--- src/rtl/types_pkg.sv ---
// Shared types for the output strategy path.
// output_signals_t is the bus that a strategy drives. The recorder monitors it.
package types_pkg;

    typedef logic [7:0] output_signals_t;

endpackage

--- src/rtl/output_event_recorder.sv ---
// output_event_recorder
//   Watches the strategy output bus. Every cycle in which it differs from the
//   previous cycle's value (with enable high), {sig, timestamp} is queued in a
//   small first-word-fall-through FIFO. Software drains that FIFO through a
//   valid/ready port. The recorder is a passive tap and never drives sig.
//
// Ports
//   clock     : single clock domain
//   reset     : asynchronous, active-low reset
//   sig       : monitored strategy output bus
//   enable    : record changes while high
//   clear     : synchronous flush (FIFO, overflow flag, timestamp)
//   rd_ready  : reader accepts the head entry
//   rd_valid  : FIFO not empty
//   rd_data   : sig value of the head entry
//   rd_time   : timestamp of the head entry
//   level     : number of stored entries
//   overflow  : sticky; an event was dropped because the FIFO was full
module output_event_recorder
    import types_pkg::*;
#(
    parameter int DEPTH = 16,
    parameter int TS_W  = 32
) (
    input  logic                       clock,
    input  logic                       reset,
    input  output_signals_t            sig,
    input  logic                       enable,
    input  logic                       clear,
    input  logic                       rd_ready,
    output logic                       rd_valid,
    output output_signals_t            rd_data,
    output logic [TS_W-1:0]            rd_time,
    output logic [$clog2(DEPTH):0]     level,
    output logic                       overflow
);

    localparam int AW = $clog2(DEPTH);
    localparam logic [AW:0] PTR_ONE = {{AW{1'b0}}, 1'b1};
    localparam logic [AW:0] FULL_X  = {1'b1, {AW{1'b0}}};

    logic [TS_W-1:0]   ts_q;
    output_signals_t   prev_q;
    logic [AW:0]       wptr_q, rptr_q;
    logic              overflow_q;

    output_signals_t   mem_data [DEPTH];
    logic [TS_W-1:0]   mem_time [DEPTH];

    logic empty, full, pop, evt, push, drop;

    // The extra MSB on each pointer tells full apart from empty.
    assign empty = (wptr_q == rptr_q);
    assign full  = ((wptr_q ^ rptr_q) == FULL_X);

    assign pop  = !empty && rd_ready;
    assign evt  = enable && (sig != prev_q);
    // When the FIFO is full, a pop in the same cycle makes room for the push.
    assign push = evt && (!full || pop);
    assign drop = evt && full && !pop;

    always_ff @(posedge clock or negedge reset) begin
        if (!reset) begin
            ts_q       <= '0;
            prev_q     <= '0;
            wptr_q     <= '0;
            rptr_q     <= '0;
            overflow_q <= 1'b0;
        end else begin
            // prev tracks sig regardless of enable/clear so no stale event appears later.
            prev_q <= sig;
            if (clear) begin
                ts_q       <= '0;
                wptr_q     <= '0;
                rptr_q     <= '0;
                overflow_q <= 1'b0;
            end else begin
                ts_q <= ts_q + {{(TS_W-1){1'b0}}, 1'b1};
                if (push) wptr_q <= wptr_q + PTR_ONE;
                if (pop)  rptr_q <= rptr_q + PTR_ONE;
                if (drop) overflow_q <= 1'b1;
            end
        end
    end

    // Storage array has no reset. Entries become visible only through the pointers.
    always_ff @(posedge clock) begin
        if (!clear && push) begin
            mem_data[wptr_q[AW-1:0]] <= sig;
            mem_time[wptr_q[AW-1:0]] <= ts_q;
        end
    end

    assign rd_valid = !empty;
    assign level    = wptr_q - rptr_q;
    assign overflow = overflow_q;
    // Zero the head when empty so reset shows clean values over uninitialised storage.
    assign rd_data  = empty ? '0 : mem_data[rptr_q[AW-1:0]];
    assign rd_time  = empty ? '0 : mem_time[rptr_q[AW-1:0]];

endmodule

--- config.mk ---
export PLATFORM = sky130hd
export DESIGN_NAME = output_event_recorder
export DESIGN_NICKNAME = d
export VERILOG_FILES = /design/src/rtl/types_pkg.sv /design/src/rtl/output_event_recorder.sv
export SDC_FILE = /design/constraint.sdc
export NUM_CORES = 1
export LEC_CHECK = 0
export CORE_ASPECT_RATIO = 1.4
export CORE_MARGIN = 4
export CORE_UTILIZATION = 62
export DETAILED_ROUTE_END_ITERATION = 10
export GPL_ROUTABILITY_DRIVEN = 1
export HOLD_SLACK_MARGIN = 0.12
export PLACE_DENSITY_LB_ADDON = 0.05
export SYNTH_ARGS = -nofsm -noshare
export SYNTH_HDL_FRONTEND = slang
export SYNTH_SLANG_ARGS = --single-unit
export TNS_END_PERCENT = 50
--- constraint.sdc ---
create_clock -name clock -period 7.6 [get_ports clock]
set_input_delay 0.76 -clock clock [delete_from_list [all_inputs] [get_ports clock]]
set_output_delay 0.76 -clock clock [all_outputs]
set_load 0.1 [all_outputs]
* Yosys cells after proc, flatten, opt, wreduce, memory -nomap -nowiden
Memory sizes are Yosys's and may differ from the RTL's.
Cells that the tools add are included.
** Storage, ports and cells
- RAM bits :: 640
- Bits in registers :: 51
- Memories :: 2
** Memories
- mem_time :: depth 16, bits a word 32, rd ports 1, clocked after Yosys merged registers in 0, write ports 1, line output_event_recorder.sv:48 : logic [TS_W-1:0] mem_time [DEPTH];
- mem_data :: depth 16, bits a word 8, rd ports 1, clocked after Yosys merged registers in 0, write ports 1, line output_event_recorder.sv:47 : output_signals_t mem_data [DEPTH];
** Operators by class
- Muxes and demuxes :: 11
- Reductions and logical operators :: 14
- Equality and inequality tests :: 3
- $add $sub $neg :: 4
- Bitwise gates (word level) :: 1
** Operator list (number)
- 32-bit two-way mux :: 2
- 32-bit by 1-bit adder with 32-bit output, second input constant :: 1
- 5-bit two-way mux :: 4
- 5-bit by 1-bit adder with 5-bit output, second input constant :: 2
- 8-bit two-way mux :: 1
- 8-bit inequality test :: 1
- 1-bit logical AND :: 6
- 2-bit nonzero test :: 3
- 5-bit == test :: 1
- 5-bit == test, second input constant :: 1
- 5-bit subtractor :: 1
- 5-bit bitwise XOR :: 1
- 1-bit logical NOT :: 4
- 1-bit two-way mux :: 4
- 1-bit logical OR :: 1

* Logic depth before layout (Yosys ltp)
- Word-level depth :: 8
- Depth in mapped cells :: 10

* Worst setup path after synthesis
OpenSTA, ideal clock, no wires.
- Path kind :: register to register
- Start :: register rptr_q[2]
- End :: memory mem_data[8][0] (netlist name), enable pin
- Data arrival time :: 6181 ps
- Cell stages (with the launch flop) :: 10
- Library setup time :: 551 ps
- Data required time :: 7049 ps
- Setup slack :: 867 ps
- Cell sequence :: dfrtp_1 buf_2 buf_1 inv_2 buf_2 ha_1 nand4_1 or3_1 nand3_1 nor4b_1
** On the way
- Cells in the longest elaborated chain, start to end :: 8
- Elaborated cells between the ends (all ways) :: 11
- Classes of those cells :: eq/ne (2); mux (2); bitwise (1); reduce/logical (6)
** Ends and longest elaborated chain
- start: declaration :: line output_event_recorder.sv:44 : logic [AW:0] wptr_q, rptr_q;
- start signal: assignment :: line output_event_recorder.sv:80 : if (pop) rptr_q <= rptr_q + PTR_ONE;
- 5-bit bitwise XOR / 5-bit == test (equally long branches) :: line output_event_recorder.sv:54, output_event_recorder.sv:53
- 5-bit == test / 1-bit logical NOT (equally long branches) :: line output_event_recorder.sv:54, output_event_recorder.sv:56
- 1-bit logical NOT / 1-bit logical AND (equally long branches) :: line output_event_recorder.sv:59, output_event_recorder.sv:56
- 1-bit logical OR * :: line output_event_recorder.sv:59 : assign push = evt && (!full || pop);
- 1-bit logical AND * :: line output_event_recorder.sv:59
- 1-bit logical AND * :: line output_event_recorder.sv:88 : if (!clear && push) begin
- 1-bit two-way mux * :: line output_event_recorder.sv:88
- 1-bit two-way mux (not written as such) * :: line output_event_recorder.sv:89 : mem_data[wptr_q[AW-1:0]] <= sig;
- end: declaration :: line output_event_recorder.sv:47
Mark *: on every way between the ends. The rest lies on a longest branch, timed or not.

* Worst setup path after layout
- Start :: register rptr_q[1]
- End :: output rd_data[1]
** On the way
- Cells in the longest elaborated chain, start to end :: 2
- Elaborated cells between the ends (all ways) :: 3
- Classes of those cells :: eq/ne (1); mux (1); memory (1)
** Ends and longest elaborated chain
- memory read 16 x 8 bit / 5-bit == test (equally long branches)
- 8-bit two-way mux * :: line output_event_recorder.sv:98 : assign rd_data = empty ? '0 : mem_data[rptr_q[AW-1:0]];
- end: declaration :: line output_event_recorder.sv:32 : output output_signals_t rd_data,
Marks and branches as above.

==> out/results.txt <==
Seq/Total Area, Yosys -> 75.7%
H-tree Lvls -> 2
Final Net Count -> 1493
post-route ant nets -> 0
r2r setup slk -> 2.81 ns
first-pass GRT wire length -> 85600 um
DP Area -> 28500 um2
TritonCTS clock tree -> built
Port Buffer Count -> 59
final wirelength -> 56100 um
Critical Path, Cell by Cell -> inv_2 > buf_4 > ha_1 > and4_1 > nand2_2 > o21ai_0 > a21oi_1 > clkdlybuf4s50_1
Area Overhead vs Synth -> 12.7%
CP max stage delay -> 1.15 ns
Initial Util -> 62.8%
unrepaired setup endpoints after global routing -> no
syn_nets -> 1410
Core Area -> 43100 um2
fin. max-slew vios -> 0
clk slew on worst S/H paths -> 0.07 ns
Cells after Synth -> 1386
Cell variety after synth -> 43
die width -> 185 um
CP top delay family -> buffers and inverters
residual DRC count -> 0
post-synthesis area per instance -> 19.5 um2
largest net degree at the start of global routing -> 83
final hold violation count -> 0
Ys Warns -> 0
Buffers & Inverters on Critical Path -> 3
drt wl/cell -> 27.1 um
drt pass-1 iters -> 5
Total Die Area -> 47100 um2
startpoint types -> flop
Async SR Flop Fraction -> 7.38%
Initial DRC Count -> 1154
post-route cell area -> 30500 um2
CP Data Required Time -> 6.84 ns
Vias/cell -> 6.35
status -> complete, no violations
top post-synthesis cells by count -> edfxtp_1, mux4_2, nand2_1
Post-Syn Area -> 27100 um2
CP max-delay cell -> clkdlybuf4s50_1
CTS Root Cell -> clkbuf_16
number of global-route vias before repair -> 13600
post-DP HPWL -> 29900 um
Final Setup Violations -> 0
Final Non-Filler Cells -> 2071
crit path DAT -> 5.06 ns
Storage cell area -> 20500 um2
initial antenna violation count -> 0
Design Power -> 8.74 mW
final setup margin -> 1.78 ns
fraction of layout cells with a size suffix above 1 -> 20.9%
CP Class -> flop to primary output
TNS Setup -> 0 ns
post-cts repair resize count -> 0
Post-CTS Hold Buffers -> 0
Site Rows -> 90
DP Worst Slack -> 2.32 ns
peak supply drop -> 0.000279 V
multi-input combinational cell area -> 6380 um2
number of synthesized register bits -> 691
Worst-Margin Slew -> 1.20 ns
routed via count -> 13200
final hold slack -> 0.298 ns
Ports -> 60
largest cells by area after synthesis -> edfxtp_1, mux4_2, dfrtp_1, nand2_1, mux2i_1
Filler cells -> 2630
Synth Flop Type -> edfxtp_1
Cells after DPL -> 1959
EDFF count, synth -> 640
Tcrit/Tclk final -> 76.6%
postcts setup bufs -> 0
cell with the most instances after synthesis -> edfxtp_1
power density over cell area -> 287 nW/um2
Die Y-Extent -> 255 um
minimum clock period -> 5.82 ns
post-synth top area cell -> edfxtp_1
diodes inserted -> 0
Util after Layout -> 70.8%
GRT overflow -> 0
Slew headroom -> 20.1%
Worst-Skew Late Latency -> 0.60 ns
Setup crit end kind -> primary output
Synth top area share -> 71.0%
Num CTS Buffers -> 60
total of max-cap violations -> 0
HP Class -> input port to async pin
f_max -> 0.172 GHz
routability-driven placement congestion ratio -> 0.795
CTS Sinks -> 691
GR Util All Layers -> 24.7%
CP max FO -> 70
Leak -> 10.2 nW
Final Skew -> 0.0125 ns
clock buffer depth -> 3
==> power by group <==
group	leakage, nW	internal (mW)	total (mW)	switching, mW
Sequential	6.59	4.14	4.20	0.0529
Combinational	2.59	0.475	1.40	0.929
Clock	1.00	1.84	3.14	1.30
Total	10.2	6.46	8.74	2.28
==> layout make-up <==
class	count	share of cell area [%]
Multi-Input combinational cell	616	20.9
Clock buffer	71	5.26
Tap cell	552	2.26
Sequential cell	691	67.2
Timing Repair Buffer	92	2.76
Inverter	8	0.0984
Clock inverter	41	1.50
==> per-layer routing <==
metal / global-route usage [%] / wire length (um)
met1: 33.3 / 21600
met2: 43.8 / 30200
met3: 2.97 / 2740
met4: 6.25 / 1440
met5: 0 / 0
==> flip-flops by register name, indices dropped and copies added, names as in the netlist <==
| register | flops |
|---|---|
| mem_data | 128 |
| mem_time | 512 |
| overflow | 1 |
| prev_q | 8 |
| rptr_q | 5 |
| ts_q | 32 |
| wptr_q | 5 |
==> worst paths after layout <==
| path | cells past startpoint | from | to |
|---|---|---|---|
| max | 8 | rptr_q[1]$_DFFE_PN0P_ | rd_data[1] |
| min | 2 | reset | rptr_q[3]$_DFFE_PN0P_ |
| max reg2reg | 8 | rptr_q[1]$_DFFE_PN0P_ | mem_time[13][27]$_DFFE_PP_ |
| min reg2reg | 2 | overflow$_DFFE_PN0P_ | overflow$_DFFE_PN0P_ |
| max in group asynchronous | 2 | reset | rptr_q[2]$_DFFE_PN0P_ |
| min in group clock | 2 | overflow$_DFFE_PN0P_ | overflow$_DFFE_PN0P_ |
==> kinds of logic after synthesis <==
kind of cell	share of synthesized area [%]
xor+xnor	1.29
simple gates	4.40
buf+inv	1.21
flops	75.7
fa+ha+maj	0.536
compound gates	2.01
mux	14.9
==> cells in the final DEF (no fill, tap or decap), types with 16 or more instances in the layout <==
| cell | n |
|---|---|
| nor2_1 | 39 |
| clkdlybuf4s50_1 | 57 |
| buf_4 | 32 |
| o21ai_0 | 49 |
| nand4_1 | 17 |
| nand2_1 | 135 |
| nand3_1 | 17 |
| xnor2_1 | 17 |
| clkinv_1 | 16 |
| a21oi_1 | 52 |
| mux2i_1 | 40 |
| xor2_1 | 23 |
| edfxtp_1 | 640 |
| clkbuf_16 | 62 |
| dfrtp_1 | 47 |
| mux4_2 | 160 |
Power figures use the tool's default switching activity.
==> RTL edit: new RTL, same flow settings <==
Change the parameter `DEPTH` from 16 to 32.
--- a/src/rtl/output_event_recorder.sv
+++ b/src/rtl/output_event_recorder.sv
@@ -19,7 +19,7 @@
 module output_event_recorder
     import types_pkg::*;
 #(
-    parameter int DEPTH = 16,
+    parameter int DEPTH = 32,
     parameter int TS_W  = 32
 ) (
     input  logic                       clock,
Ports: changed (resized level); port bits go from 60 to 61. No check against the original RTL was run, so the function may have changed too.
==> RTL edit against the original RTL <==
Register-to-register slack got worse by 0.21 ns; synthesized area grew 93%; combinational power up 71%; routed wire length grew 130%; hold slack lost 0.057 ns; cell area up 91%; critical path type unchanged; die area is 89% higher; setup slack got worse by 0.28 ns; largest cell class unchanged; clock skew rose by 0.011 ns; sequential cell count rose by 642; total power rose by 91%.
==> RTL edit: results (changes against the original RTL) <==
status:
  status: "finished clean"
pwr:
  peakVddDrop_v: 0.000266  # -4.6%
  p_int_w: 0.0125  # +93%
routing:
  first_iter_violations: 3051  # +160%
  m1WireLength_um: 49500  # +130%
  wl_met3_um: 11500  # +320%
  drt-vias-per-instance: 6.73  # +6.0%
clock_tree:
  clock_latency_ns: 0.69  # +0.09 ns
yosys:
  synth.area.top_cells: "edfxtp_1 (74%), mux4_2 (6.9%), mux2i_1 (3.1%)"
  synth_cell_types: 49  # +14%
  ys_seq_area_share_pct: 76.2  # +0.55 points
  synth_edf_count: 1280  # +100%
  async_flop_share_pct: 3.98  # -3.4 points
worst_setup_path:
  r2r_start: "rptr_q[0]"
  r2r_slack_ns: 2.60  # -0.21 ns
  cp_slowest_stage_delay_ns: 1.22  # +0.07 ns
  critPathArrivalTime_ns: 5.34  # +0.28 ns
  path_max_fanout: 36  # -49%
global_route:
  grt_antenna_before_repair: 1  # +1
  grt_max_degree: 93  # +12%
  grt_pass1_wl_um: 191000  # +120%
  first_global_vias: 28200  # +110%
  grt_usage_pct: 30.0  # +5.3 points
sta:
  tightest_slew_ns: 1.35  # +0.158 ns
  min_period_ns: 6.10  # +0.279 ns
finish:
  largest_reg_flops: 1024  # +100%
placement:
  dp_slack_ns: 2.26  # -0.0551 ns
  io_buffers: 60  # +1.7%
  place_congestion: 0.822  # +3.4%
  dp_hpwl_um: 74400  # +150%
  dpl_cell_area_mm2: 0.0543  # +91%
## RTL edit: metrics by stage
step | instances | total power, W
floorplan | 2768 | 0.0100
global placement | 3840 | 0.0106
detailed placement | 3840 | 0.0106
CTS | 4063 | 0.0168
global route | 4063 | 0.0172
finish | 4063 | 0.0167
## RTL edit: cells by family (layout without fill, tap and decap cells)
logic type / Yosys count / count (layout) / synth area share [%]
compound gates: 338 / 338 / 4.46
flops: 1333 / 1333 / 76.2
simple gates: 418 / 418 / 3.86
mux: 442 / 442 / 12.6
buf+inv: 180 / 396 / 1.76
fa+ha+maj: 12 / 12 / 0.302
xor+xnor: 45 / 45 / 0.770
## RTL edit: power groups by stage
stage / Combinational (W) / Sequential [W] / Clock [W]
after floorplan: 0.00188 / 0.00817 / 0
after global placement: 0.00239 / 0.00821 / 0
after detailed placement: 0.00240 / 0.00821 / 0
after CTS: 0.00241 / 0.00805 / 0.00631
after global routing: 0.00251 / 0.00805 / 0.00662
final: 0.00239 / 0.00805 / 0.00623
## RTL edit: metal layers
metal | track usage (%) | up-vias
met3 | 6.10 | 285
li1 | - | 11500
met4 | 11.6 | 2
met2 | 48.9 | 1355
met5 | 0 | -
met1 | 40.8 | 14300
## RTL edit: final timing paths
path | endpoint | cells after the start
max | rd_time[15] | 7
min | ts_q[15] | 2
max reg2reg | mem_time[24][12] | 7
min reg2reg | ts_q[10] | 2
max in group asynchronous | rptr_q[4] | 2
min in group clock | ts_q[10] | 2
## RTL edit: area by class of cell
cell class | count | area, um2 | share of cell area [%]
clock buffer | 141 | 3160 | 5.41
tap | 1079 | 1350 | 2.31
clock inverter | 82 | 902 | 1.55
sequential | 1333 | 39800 | 68.1
timing repair buffer | 157 | 1360 | 2.32
inverter | 16 | 62.6 | 0.107
multi-input combinational | 1255 | 11800 | 20.2
